$ cat src/rtl/uart_rx_framer.sv
// UART receiver for 8N1 frames, LSB first, on an idle-high line.
// A 2-flop synchronizer feeds a five-state FSM that times each bit with a cycle counter.
// Received bytes go into a one-byte holding register with a valid/ready handshake.
// Framing errors and overruns are reported as single-cycle pulses.
module uart_rx_framer #(
  parameter int CLKS_PER_BIT = 868,
  parameter int DATA_BITS    = 8
) (
  input  logic                 i_clk,
  input  logic                 i_rst,
  input  logic                 i_rx_serial,
  input  logic                 i_rx_ready,
  output logic [DATA_BITS-1:0] o_rx_data,
  output logic                 o_rx_dv,
  output logic                 o_frame_err,
  output logic                 o_overrun,
  output logic                 o_rx_busy
);

  localparam int CNT_W = (CLKS_PER_BIT > 1) ? $clog2(CLKS_PER_BIT) : 1;
  // Start bit is re-checked near its middle; every later bit is sampled one full bit period on.
  localparam logic [CNT_W-1:0] CNT_HALF = CNT_W'((CLKS_PER_BIT - 1) / 2);
  localparam logic [CNT_W-1:0] CNT_LAST = CNT_W'(CLKS_PER_BIT - 1);
  localparam logic [2:0]       IDX_LAST = 3'(DATA_BITS - 1);

  typedef enum logic [2:0] {
    S_IDLE,
    S_START,
    S_DATA,
    S_STOP,
    S_BREAK
  } state_t;

  state_t                 state_q, state_d;
  logic                   rx_meta_q, rx_s_q;
  logic [CNT_W-1:0]       clk_cnt_q, clk_cnt_d;
  logic [2:0]             bit_idx_q, bit_idx_d;
  logic [DATA_BITS-1:0]   shift_q, shift_d;
  logic [DATA_BITS-1:0]   data_q, data_d;
  logic                   dv_q, dv_d;
  logic                   frame_err_q, frame_err_d;
  logic                   overrun_q, overrun_d;

  // Two-flop synchronizer for the asynchronous serial line; resets to the idle level.
  always_ff @(posedge i_clk) begin
    if (i_rst) begin
      rx_meta_q <= 1'b1;
      rx_s_q    <= 1'b1;
    end else begin
      rx_meta_q <= i_rx_serial;
      rx_s_q    <= rx_meta_q;
    end
  end

  // State, counters, shift register and output holding register.
  always_ff @(posedge i_clk) begin
    if (i_rst) begin
      state_q     <= S_IDLE;
      clk_cnt_q   <= '0;
      bit_idx_q   <= '0;
      shift_q     <= '0;
      data_q      <= '0;
      dv_q        <= 1'b0;
      frame_err_q <= 1'b0;
      overrun_q   <= 1'b0;
    end else begin
      state_q     <= state_d;
      clk_cnt_q   <= clk_cnt_d;
      bit_idx_q   <= bit_idx_d;
      shift_q     <= shift_d;
      data_q      <= data_d;
      dv_q        <= dv_d;
      frame_err_q <= frame_err_d;
      overrun_q   <= overrun_d;
    end
  end

  // Next-state logic: bit timing, sampling, delivery into the holding register and flag pulses.
  always_comb begin
    state_d     = state_q;
    clk_cnt_d   = clk_cnt_q;
    bit_idx_d   = bit_idx_q;
    shift_d     = shift_q;
    data_d      = data_q;
    dv_d        = dv_q;
    frame_err_d = 1'b0;
    overrun_d   = 1'b0;

    // Consumer handshake; a delivery in the STOP branch below overrides this.
    if (dv_q && i_rx_ready) begin
      dv_d = 1'b0;
    end

    case (state_q)
      S_IDLE: begin
        clk_cnt_d = '0;
        if (!rx_s_q) begin
          state_d = S_START;
        end
      end

      S_START: begin
        if (clk_cnt_q == CNT_HALF) begin
          clk_cnt_d = '0;
          if (!rx_s_q) begin
            state_d   = S_DATA;
            bit_idx_d = '0;
          end else begin
            // Line went high again before mid start bit: treat as a glitch.
            state_d = S_IDLE;
          end
        end else begin
          clk_cnt_d = clk_cnt_q + CNT_W'(1);
        end
      end

      S_DATA: begin
        if (clk_cnt_q == CNT_LAST) begin
          clk_cnt_d          = '0;
          shift_d[bit_idx_q] = rx_s_q;
          if (bit_idx_q == IDX_LAST) begin
            state_d = S_STOP;
          end else begin
            bit_idx_d = bit_idx_q + 3'd1;
          end
        end else begin
          clk_cnt_d = clk_cnt_q + CNT_W'(1);
        end
      end

      S_STOP: begin
        if (clk_cnt_q == CNT_LAST) begin
          clk_cnt_d = '0;
          if (rx_s_q) begin
            // Leaving mid stop bit lets the next start edge be caught without a gap.
            state_d = S_IDLE;
            if (!dv_q || i_rx_ready) begin
              data_d = shift_q;
              dv_d   = 1'b1;
            end else begin
              overrun_d = 1'b1;
            end
          end else begin
            frame_err_d = 1'b1;
            state_d     = S_BREAK;
          end
        end else begin
          clk_cnt_d = clk_cnt_q + CNT_W'(1);
        end
      end

      S_BREAK: begin
        clk_cnt_d = '0;
        if (rx_s_q) begin
          state_d = S_IDLE;
        end
      end

      default: begin
        state_d   = S_IDLE;
        clk_cnt_d = '0;
      end
    endcase
  end

  assign o_rx_data   = data_q;
  assign o_rx_dv     = dv_q;
  assign o_frame_err = frame_err_q;
  assign o_overrun   = overrun_q;
  assign o_rx_busy   = (state_q != S_IDLE);

endmodule

$ cat config.mk
export PLATFORM = sky130hd
export DESIGN_NAME = uart_rx_framer
export DESIGN_NICKNAME = d
export VERILOG_FILES = /design/src/rtl/uart_rx_framer.sv
export SDC_FILE = /design/constraint.sdc
export NUM_CORES = 1
export LEC_CHECK = 0
export ABC_AREA = 1
export CAP_MARGIN = 20
export CORE_UTILIZATION = 60
export DETAILED_ROUTE_END_ITERATION = 12
export PLACE_DENSITY = 0.86
export SYNTH_ARGS = -nofsm -noshare
export SYNTH_HDL_FRONTEND = slang
export SYNTH_SLANG_ARGS = --single-unit
$ cat constraint.sdc
create_clock -name i_clk -period 3.3 [get_ports i_clk]
set_clock_uncertainty 0.05 [all_clocks]
set_input_delay 0.825 -clock i_clk [delete_from_list [all_inputs] [get_ports i_clk]]
set_output_delay 0.825 -clock i_clk [all_outputs]
set_load 0.02 [all_outputs]
# Yosys cells after proc, flatten, opt, wreduce, memory -nomap -nowiden
# Index checks and enable logic that the tools add are counted.
# totals
register_bits,37
input_bits,4
output_inout_bits,12
word_cells,73
# op_classes
n_mux,27
order_cmp,2
eq_ne,15
add_sub_neg,2
bitwise_logic,3
n_reduce_logical,14
# op_table
operator,n
$mux 3,11
$mux 10,2
$pmux 10 s2,1
$ne 2x2->1 const B,8
$pmux 3 s5,1
$add 10x1->10 const B,1
$eq 10x10->1 const B,1
$eq 10x9->1 const B,1
$bwmux 8,1
$mux 1,8
$eq 3x2->1 const B,2
$eq 3x3->1 const B,2
$pmux 3 s2,1
$reduce_and 6->1,1
$reduce_and 5->1,1
$lt 3x4->1 const B,1
$reduce_and 4->1,1
$reduce_or 4->1,1
$add 3x1->3 const B,1
$demux 1 s3,1
$eq 3x1->1 const B,1
$ge 3x1->1 const B,1
$logic_not 3->1,1
$not 1->1,3
9 further kinds,10

# Longest topological paths before layout
# depth
depth_word,6
mapped_depth,11

# Worst setup path after synthesis
# No wires, ideal clock.
# synth_timing
kind,input -> register
from,input port i_rx_ready
to,register data_q[0] (netlist: o_rx_data[0])
required_ns,3.123
setup_time_ns,0.127
t_arrival_ns,1.425
n_path_buf,0
slack_ns,1.699
stages,4
path_cell_list,nor2_1 -> nor3_4 -> o21ai_0 -> a21oi_1
# synth_via
elab_chain_cells,2
# synth_lines
element,line_no,source
"start, declared",12,"input logic i_rx_ready,"
$logic_or 1x1->1,137,if (!dv_q || i_rx_ready) begin
$reduce_and 4->1 (no line),n/a,
"end signal, assigned",71,data_q <= data_d;
"end, declared",39,"logic [DATA_BITS-1:0] data_q, data_d;"
# Every way passes these cells.
# A chain may end at the register's enable or synchronous reset.

# Worst setup path after layout
# layout_timing
from,register state_q[0]
to,output port o_rx_busy
# layout_via
elab_chain_cells,1
# layout_lines
element,line_no,source
"start, declared",34,"state_t state_q, state_d;"
"start signal, assigned",67,state_q <= state_d;
$reduce_bool 3->1,170,assign o_rx_busy = (state_q != S_IDLE);
"end, declared",17,output logic o_rx_busy
# Every way passes these cells.

==> metrics.md <==
| Metric | Value |
|---|---|
| CP Cell Sequence | `nor2_1 > nand2_1 > clkdlybuf4s50_1` |
| Worst hold stages | `1` |
| DP Wirelength | `between 2000 and 2500 µm` |
| Post-route insts no fill | `around 280` |
| Gpl congestion | `around 0.83` |
| Endpoints failing hold | `0` |
| Synth Instances | `between 200 and 250` |
| Cts repair resizes | `0` |
| Net Count, Synth | `241` |
| Sequential fraction of the synthesis area | `between 40 and 50%` |
| DRC viols | `0` |
| IO Port Bufs | `15` |
| Worst R2R Path Depth | `9` |
| Total CTS buffers | `5` |
| Initial DRC Count | `40` |
| Slew at the pin with the worst max-slew slack | `0.6504 ns` |
| Vias | `roughly 1400` |
| CP max stage delay | `around 0.6 ns` |
| Peak supply drop | `approximately 0.47 mV` |
| # Post-CTS Setup Buffers | `0` |
| H-tree depth | `2` |
| Worst setup EP type | `output port` |
| Setup TNS | `0 ns` |
| Slowest cell on the critical path | `clkdlybuf4s50_1` |
| Maximum buffer depth of the clock tree | `2` |
| Total track usage | `about a quarter` |
| First-pass iteration count of the detailed router | `4` |
| Yosys cell types | `24` |
| Largest net degree at the start of global routing | `24` |
| Lkg Pwr | `about 0.00081 µW` |
| Ys Warns | `0` |
| # nets final | `260` |
| RSZ-0062 raised after global routing | `no` |
| WHS Endpoint | `rx_s_q` |
| FF-to-FF Start | `clk_cnt_q[0]` |
| Cell family with most CP delay | `buffers and inverters` |
| Routed WL | `around 3000 µm` |
| Slew HR | `a little under three fifths` |
| Post-synth EDFFs | `0` |
| Max-slew violations | `0` |
| Worst Setup SP | `state_q[0]` |
| Die Area | `a little over 3000 µm²` |
| First-pass GRT wire length | `just under 5000 µm` |
| Vias in the first global route | `approximately 1200` |
| Share of layout cells above drive strength 1 | `9.881%` |
| # fillers | `220` |
| TritonCTS clock tree | `done` |
| Skew-Pair Late Insertion Delay | `about 0.34 ns` |
| Final min period | `2.436 ns` |
| DRT antenna net count | `0` |
| Worst hold start | `rx_meta_q` |
| Worst setup path category | `reg -> out` |
| Final setup violation count | `0` |
| Power Density | `approximately 600 nW/µm²` |
| Row count | `18` |
| Reg2reg end | `shift_q[5]` |
| Width of the chip | `54.96 µm` |
| Fmax | `410.5 MHz` |
| Startpoint Class | `flop` |
| Cts hold-fix bufs | `0` |
| Initial antenna violation count | `0` |
| Avg Synthesized Cell Area | `slightly above 7 µm²` |
| Syn Std Cell Area | `1683 µm²` |
| Worst Hold Class | `reg -> reg` |
| Initial Util | `about two thirds` |
| Critical Path RT | `approximately 2.4 ns` |
| R2R setup slack | `between 1.5 and 2 ns` |
| Fraction of registers with async set or reset after synthesis | `0%` |
| Inst Count DP | `roughly 280` |
| CTS sink count | `37` |
| Clock-pin slew of the registers on the worst-case setup and hold paths | `approximately 0.11 ns` |
| Root buf cell | `clkbuf_4` |
| CP bufs+invs | `1` |
| CORE AREA | `2567 µm²` |
| Wire per inst | `approximately 11 µm` |
| Die Y | `about 55 µm` |
| Outcome | `finished, final reports clean` |
| Gr ovfl total | `0` |
| # IOs | `16` |
| Ant diodes | `0` |
| Final Cycle Share | `~74%` |
| Max Cap Violations | `0` |
| Critical Path AT | `1.56 ns` |
| Most used DFF post-synth | `dfxtp_1` |
| Area growth syn-to-layout | `14.87%` |
| Critical path fanouts, max | `4` |
| Flops & latches, synth | `37` |
| Post-DR vias/cell | `between 5 and 6` |
-- routing by layer --
metal / vias to the layer above / global-route usage, % / wire [µm]
li1: 771 / - / -
met5: - / 0 / 0
met2: 23 / 36.35 / 1335
met3: 6 / 9.290 / 122
met4: 0 / 11.67 / 62
met1: 638 / 27.82 / 1498
-- worst register-to-register path: cells and delay by family, from the launching register on --
kind                       cells  cell delay, ns
DFF                            1            0.42
adders and majority gates      1            0.22
and+or+nand+nor                8            0.98
-- cells in the mapped netlist (3+ instances only) --
cell type,instances,share of area [%]
nand2_1,49,11
dfxtp_1,37,44
nand2_2,3,1.1
o21ai_0,15,4.5
nor3_1,5,1.5
a21oi_1,15,4.5
inv_2,4,0.89
or2_2,3,1.1
inv_1,28,6.2
nand3_1,11,3.3
xor2_1,3,1.6
ha_1,4,3.0
nor2_1,39,8.7
nand4_1,4,1.5
-- logic make-up (layout without fill, tap and decap cells) --
kind of cell | Yosys count | in the layout | synth area share, %
buf+inv | 35 | 55 | 8.475
simple gates | 122 | 122 | 33.38
flops | 37 | 37 | 44.01
xor+xnor | 3 | 3 | 1.562
compound gates | 32 | 32 | 9.591
fa+ha+maj | 4 | 4 | 2.974
-- worst max-delay path by stage --
stage | cells past startpoint | end | slack (ns)
3_3_place_gp | 4 | clk_cnt_q[2] | 0.94
4_1_cts | 3 | o_rx_busy | 0.85
3_5_place_dp | 4 | clk_cnt_q[6] | 0.88
5_1_grt | 3 | o_rx_busy | 0.78
2_1_floorplan | 4 | o_rx_data[0] | 1.70
6_report | 3 | o_rx_busy | 0.86
-- placed cells by master (no fill, tap or decap), drive strengths merged --
master	synthesis	final
a21oi	15	15
a31oi	1	1
bufinv	0	1
clkbuf	2	7
clkdlybuf4s50	0	15
dfxtp	37	37
ha	4	4
inv	32	32
nand2	53	53
nand3	11	11
nand4	4	4
nor2	43	43
nor3	8	8
o21ai	16	16
or2	3	3
xor2	3	3
-- report_power, final --
group,internal [µW],switching [µW]
Sequential,479,40.5
Clock,181,149
Combinational,112,214
Total,772,403
-- registers in the layout, summed over array words and instances, names as in the netlist --
name / cells
rx_meta_q: 1
state_q: 3
bit_idx_q: 3
rx_s_q: 1
o_frame_err: 1
o_rx_dv: 1
shift_q: 8
clk_cnt_q: 10
o_rx_data: 8
o_overrun: 1
-- metrics by stage --
step / utilization, % / cell area (µm²) / total power (µW) / hold slack (ns) / worst slack (ns)
3_3_place_gp: 71.98 / 1848 / 847.4 / 0.3424 / 0.9358
5_1_grt: 75.29 / 1933 / 1255 / 0.3921 / 0.7801
2_1_floorplan: - / 1683 / 781.9 / 0.3395 / 1.699
3_5_place_dp: 71.98 / 1848 / 854.5 / 0.3489 / 0.8848
4_1_cts: 75.29 / 1933 / 1182 / 0.3751 / 0.8454
6_report: 75.29 / 1933 / 1175 / 0.3724 / 0.8638
-- area by class of cell --
cell class	instances	area, µm²	share of cell area [%]
tap	30	37.54	1.942
inverter	32	120.1	6.214
multi-input combinational	161	799.5	41.36
sequential	37	740.7	38.32
clock buffer	7	55.05	2.848
timing repair buffer	15	150.1	7.767
clock inverter	1	30.03	1.553
Note: power is estimated with default switching activity, not from simulation.
